==> config.mk <==
export PLATFORM = sky130hd
export DESIGN_NAME = status_cond_unit
export DESIGN_NICKNAME = d
export VERILOG_FILES = /design/src/rtl/status_cond_unit_pkg.sv /design/src/rtl/status_cond_unit_cond.sv /design/src/rtl/status_cond_unit.sv
export SDC_FILE = /design/constraint.sdc
export NUM_CORES = 1
export LEC_CHECK = 0
export CORE_MARGIN = 2
export CORE_UTILIZATION = 44
export DETAILED_ROUTE_END_ITERATION = 16
export GPL_TIMING_DRIVEN = 0
export PLACE_DENSITY = 0.78
export SLEW_MARGIN = 20
export SYNTH_ARGS = -nofsm -noshare
export SYNTH_HDL_FRONTEND = slang
export SYNTH_SLANG_ARGS = --single-unit
==> constraint.sdc <==
create_clock -name clk -period 2.4 [get_ports clk]
set_input_delay 0.48 -clock clk [delete_from_list [all_inputs] [get_ports clk]]
set_output_delay 0.48 -clock clk [all_outputs]
set_load 0.005 [all_outputs]
==> src/rtl/status_cond_unit_pkg.sv <==
// Shared constants for the core: ALU command codes, status bit positions
// and the ARM condition-field encodings.
package status_cond_unit_pkg;

    // ALU command codes driven by the decoder.
    typedef enum logic [3:0] {
        ALU_MOV = 4'd1,
        ALU_MVN = 4'd9,
        ALU_ADD = 4'd2,
        ALU_ADC = 4'd3,
        ALU_SUB = 4'd4,
        ALU_SBC = 4'd5,
        ALU_AND = 4'd6,
        ALU_ORR = 4'd7,
        ALU_EOR = 4'd8
    } alu_cmd_e;

    // Bit positions inside the {z, c, n, v} status vector.
    localparam int Z_BIT = 3;
    localparam int C_BIT = 2;
    localparam int N_BIT = 1;
    localparam int V_BIT = 0;

    // Instruction condition field [31:28].
    typedef enum logic [3:0] {
        EQ_COND = 4'd0,
        NE_COND = 4'd1,
        CS_COND = 4'd2,
        CC_COND = 4'd3,
        MI_COND = 4'd4,
        PL_COND = 4'd5,
        VS_COND = 4'd6,
        VC_COND = 4'd7,
        HI_COND = 4'd8,
        LS_COND = 4'd9,
        GE_COND = 4'd10,
        LT_COND = 4'd11,
        GT_COND = 4'd12,
        LE_COND = 4'd13,
        AL_COND = 4'd14,
        NV_COND = 4'd15
    } cond_e;

endpackage

==> src/rtl/status_cond_unit_cond.sv <==
// cond_check: combinational evaluation of a 4-bit condition field against
// a {z, c, n, v} flag vector.
//   cond  in  4  condition field
//   flags in  4  status flags {z, c, n, v}
//   pass  out 1  condition holds
module cond_check
    import status_cond_unit_pkg::*;
(
    input  logic [3:0] cond,
    input  logic [3:0] flags,
    output logic       pass
);

    logic z, c, n, v;

    assign z = flags[Z_BIT];
    assign c = flags[C_BIT];
    assign n = flags[N_BIT];
    assign v = flags[V_BIT];

    always_comb begin
        pass = 1'b0;
        case (cond_e'(cond))
            EQ_COND: pass = z;
            NE_COND: pass = !z;
            CS_COND: pass = c;
            CC_COND: pass = !c;
            MI_COND: pass = n;
            PL_COND: pass = !n;
            VS_COND: pass = v;
            VC_COND: pass = !v;
            HI_COND: pass = c & !z;
            LS_COND: pass = !c | z;
            GE_COND: pass = (n == v);
            LT_COND: pass = (n != v);
            GT_COND: pass = !z & (n == v);
            LE_COND: pass = z | (n != v);
            AL_COND: pass = 1'b1;
            NV_COND: pass = 1'b0;
            default: pass = 1'b0;
        endcase
    end

endmodule

==> src/rtl/status_cond_unit.sv <==
// status_cond_unit: architectural status register, flag forwarding to the
// ID stage, condition evaluation, EXE predicate register and a saturating
// count of condition-annulled instructions.
//   clk, rst_n     clock, async active-low reset
//   status_bits    ALU flags {z, c, n, v} from EXE
//   s_exe          EXE instruction writes flags this cycle
//   cond_id        ID instruction condition field
//   valid_id       ID holds a real instruction
//   stall, flush   ID freeze / squash (either one inserts a bubble into EXE)
//   sr, cin        status register and ALU carry-in
//   flags_id       forwarded flags seen by ID
//   cond_pass_id   combinational condition result for ID
//   cond_pass_exe  registered execute predicate for EXE
//   annul_cnt      saturating count of annulled valid instructions
module status_cond_unit
    import status_cond_unit_pkg::*;
#(
    parameter int CNT_W = 16
) (
    input  logic             clk,
    input  logic             rst_n,
    input  logic [3:0]       status_bits,
    input  logic             s_exe,
    input  logic [3:0]       cond_id,
    input  logic             valid_id,
    input  logic             stall,
    input  logic             flush,
    output logic [3:0]       sr,
    output logic             cin,
    output logic [3:0]       flags_id,
    output logic             cond_pass_id,
    output logic             cond_pass_exe,
    output logic [CNT_W-1:0] annul_cnt
);

    logic advance;
    logic annul;

    // The EXE writer is older than the ID instruction, so ID must see its flags.
    assign flags_id = s_exe ? status_bits : sr;
    assign cin      = sr[C_BIT];

    cond_check u_cond_check (
        .cond  (cond_id),
        .flags (flags_id),
        .pass  (cond_pass_id)
    );

    assign advance = !stall && !flush;
    assign annul   = valid_id && advance && !cond_pass_id;

    always_ff @(posedge clk or negedge rst_n) begin
        if (!rst_n) begin
            sr            <= 4'b0000;
            cond_pass_exe <= 1'b0;
            annul_cnt     <= '0;
        end else begin
            // The EXE instruction always proceeds, so stall/flush never block the write.
            if (s_exe)
                sr <= status_bits;

            cond_pass_exe <= advance && valid_id && cond_pass_id;

            if (annul && (annul_cnt != {CNT_W{1'b1}}))
                annul_cnt <= annul_cnt + 1'b1;
        end
    end

endmodule
==> impl_summary.txt <==
----------------------------------------------------
[Place]
  Final weighted congestion in routability-driven placement ... 0.756
  Placement Cell Area ... 0.00160 sq mm
  Half-perimeter wire length after detailed placement ... 1980 um
  Worst Setup Slack post-DPL ... -0.660 ns
  Port buffer count ... 37

[Global routing]
  Pin count of the biggest net entering global routing ... 22
  Overall global routing resource usage ... 0.189
  Vias in the first global route ... 1011
  Number of antenna violations at the first check in global routing ... 0
  Global-route wire length before repair ... 4770 um
  Total congestion overflow after global routing ... 0

[Floorplan]
  Placement Rows ... 18
  Die Outline Area ... 0.00314 sq mm
  Core Box Area ... 0.00252 sq mm
  Boundary pin count ... 41
  Initial Utilization ... 0.472
  Die Y-Extent ... 56.0 um
  Horizontal die dimension ... 56.0 um

[CTS]
  Clock tree from TritonCTS ... built
  Buffer cell driving the clock tree root ... sky130_fd_sc_hd__clkbuf_4
  Clock slew seen by the registers of the worst setup and hold paths ... 0.11 ns
  Number of H-tree branching levels ... 1
  CTS sink count ... 21
  Maximum buffer depth of the clock tree ... 2
  Latest clock arrival within the worst-skew pair ... 0.30 ns
  Inserted Clock Buffers ... 3

[Timing]
  Min setup slack post-route ... 0.0577 ns
  # setup viols final ... 0
  Max Clock Skew ... 0.00575 ns
  Number of failing hold endpoints at the final stage ... 0
  Final worst-path cycle share ... 0.976
  Relative slew margins ... 0.386
  Achievable frequency ... 427 MHz
  Slew at the pin closest to its max-slew limit ... 0.919 ns
  Final Critical Period ... 2.34 ns
  RSZ-0062 raised after global routing ... true
  Final Slew Violations ... 0

[Drt]
  Remaining antenna violation count after routing ... 0
  Number of DRC violations after detailed-routing iteration 0 ... 17
  Vias per cell ... 5.46
  Via count ... 1016
  Final routed DRC violation total ... 0
  Final Routed Wirelength ... 2760 um
  Routed length per placed instance ... 14.8 um
  Number of iterations in the first detailed-routing pass ... 4

[Setup path]
  Category of the most critical setup path ... in2out
  CP Capture Type ... primary output
  Required time reported for the critical path endpoint ... 1.92 ns
  Arrival time at the worst endpoint ... 1.86 ns
  CP Launch Type ... input pin
  Worst-path maximum fanout ... 4

[Power and ir drop]
  VDD IR max ... 427 uV
  Leakage power ... 0.722 nW
  Power per cell area ... 523 mW/mm^2

[Yosys]
  Mapped Cells ... 110
  Synth Flop Type ... sky130_fd_sc_hd__dfrtp_1
  Synthesized area per cell ... 10.8 sq um
  Synth area leader ... sky130_fd_sc_hd__dfrtp_1
  Area fraction of the dominant cell type after synthesis ... 0.441
  Number of synthesized register bits ... 21
  Netlist area before placement ... 0.00119 sq mm
  Cell with the most instances after synthesis ... sky130_fd_sc_hd__dfrtp_1
  Post-Synthesis Net Count ... 125
  Number of distinct standard cells referenced by the synthesized netlist ... 40
  Ranking of synthesized cells by instance count ... sky130_fd_sc_hd__dfrtp_1 (21), sky130_fd_sc_hd__xnor2_1 (14), sky130_fd_sc_hd__nand3_1 (8), sky130_fd_sc_hd__and3_1 (6), sky130_fd_sc_hd__nand4_1 (6)
  Synthesis Warnings ... 0
  Most area-consuming cells after synthesis ... sky130_fd_sc_hd__dfrtp_1 (44%), sky130_fd_sc_hd__xnor2_1 (10%), sky130_fd_sc_hd__mux2i_1 (3.4%)
  Number of enable flip-flop cells after synthesis ... 0
  Share of flip-flops with an asynchronous set or reset after synthesis ... 1.00
  Proportion of synthesized chip area in sequential cells ... 0.441

[Final layout]
  Sequential standard cell area ... 526 sq um
  NumNets Final ... 172
  Ratio of cells with drive above 1 in the final layout ... 0.167
  ANT cells ... 0
  Final design area excluding fillers ... 0.00169 sq mm
  Filler Cells Inserted ... 206
  Area taken by multi-input logic gates ... 643 sq um
  Area growth from synthesis to final layout ... 41.6%

[Outcome]
  Result of the run ... finished, final reports clean

[Run]
  Max Cap Violations ... 0

[Hold path]
  Class of the worst hold path ... in2reg

----------------------------------------------------
[routing by layer]
layer  global-route usage  routed length (um)  up-vias
met3               0.0395                 159        3
li1                     -                   -      486
met2                0.333                1360       36
met1                0.239                1220      491
met5                    0                   0        -
met4               0.0374                  14        0
[area by class of cell]
type / count / share of cell area
plain buffers: 8 / 0.0334
clock buffers: 3 / 0.0134
clock inverters: 1 / 0.00297
inverters: 1 / 0.00223
multi-input cells: 80 / 0.381
flip-flops and latches: 21 / 0.312
well taps: 30 / 0.0223
repair buffers: 42 / 0.233
[path summary, 6_finish.rpt]
check | cells past startpoint | endpoint | slack, ns | startpoint
worst min register to register | 1 | annul_cnt[6]$_DFFE_PN0P_ | 0.52 | annul_cnt[6]$_DFFE_PN0P_
max in group asynchronous | 1 | annul_cnt[2]$_DFFE_PN0P_ | 1.16 | rst_n
worst max register to register | 9 | annul_cnt[4]$_DFFE_PN0P_ | 0.21 | sr[0]$_DFF_PN0_
min in group asynchronous | 1 | annul_cnt[11]$_DFFE_PN0P_ | 0.68 | rst_n
worst max-delay path | 7 | cond_pass_id | 0.06 | status_bits[0]
worst min-delay path | 2 | sr[0]$_DFF_PN0_ | 0.52 | s_exe
[metrics by stage]
step / cells / hold WS [ns] / util / setup TNS (ns) / total power, W
finish: 186 / 0.519 / 0.669 / 0 / 0.000883
global route: 186 / 0.512 / 0.669 / -0.0316 / 0.000936
CTS: 186 / 0.509 / 0.669 / 0 / 0.000890
detailed placement: 177 / 0.494 / 0.634 / -5.17 / 0.000708
global placement: 177 / 0.478 / 0.634 / -3.89 / 0.000697
floorplan: 110 / 0.184 / - / 0 / 0.000555
[logic make-up after synthesis]
family	count (synthesis)	synth area share
simple gates	41	0.208
flops	21	0.441
xor+xnor	18	0.132
compound gates	12	0.0851
buf+inv	9	0.0452
mux	8	0.0777
fa+ha+maj	1	0.0105
[layout by cell type, fill, tap and decap left out, types with 2 or more instances in the layout]
cell type	netlist	final
sky130_fd_sc_hd__buf_6	2	3
sky130_fd_sc_hd__clkdlybuf4s50_1	0	30
sky130_fd_sc_hd__nand2_1	4	4
sky130_fd_sc_hd__nand3_1	8	8
sky130_fd_sc_hd__nand2b_1	2	2
sky130_fd_sc_hd__and2_1	2	2
sky130_fd_sc_hd__nand3b_1	2	2
sky130_fd_sc_hd__xnor2_1	14	14
sky130_fd_sc_hd__dlygate4sd2_1	0	6
sky130_fd_sc_hd__mux2i_1	4	3
sky130_fd_sc_hd__dfrtp_1	21	21
sky130_fd_sc_hd__buf_2	1	2
sky130_fd_sc_hd__a21oi_2	1	2
sky130_fd_sc_hd__buf_4	1	5
sky130_fd_sc_hd__and3_1	6	6
sky130_fd_sc_hd__clkbuf_1	4	4
sky130_fd_sc_hd__nor2_1	2	2
sky130_fd_sc_hd__mux2_4	2	3
sky130_fd_sc_hd__xor2_1	4	3
sky130_fd_sc_hd__nand4_1	6	6
sky130_fd_sc_hd__clkbuf_4	0	3
[worst max-delay path: stages]
cell and delay, ns:
sky130_fd_sc_hd__dlygate4sd2_1 0.27, sky130_fd_sc_hd__mux2_4 0.29, sky130_fd_sc_hd__o211a_1 0.22, sky130_fd_sc_hd__a21oi_2 0.15
sky130_fd_sc_hd__nand4b_1 0.15, sky130_fd_sc_hd__and2_1 0.18, sky130_fd_sc_hd__buf_2 0.12
[state kept, by name (all words and copies together) (netlist names)]
register       flops
cond_pass_exe      1
sr                 4
annul_cnt         16
[what timing repair did]
action	CTS	global route
gates cloned	1	0
endpoints found under the hold margin	0	0
pin swaps	5	2
gates resized for setup	18	0
hold buffers	0	0
setup buffers	4	0
endpoints found under the setup margin	7	1
[where the power goes]
group,internal (W),switching [W]
Combinational,0.000168,0.000113
Clock,0.0000622,0.000107
Sequential,0.000391,0.0000415
Total,0.000621,0.000262
Note: power is estimated with default switching activity, not from simulation.
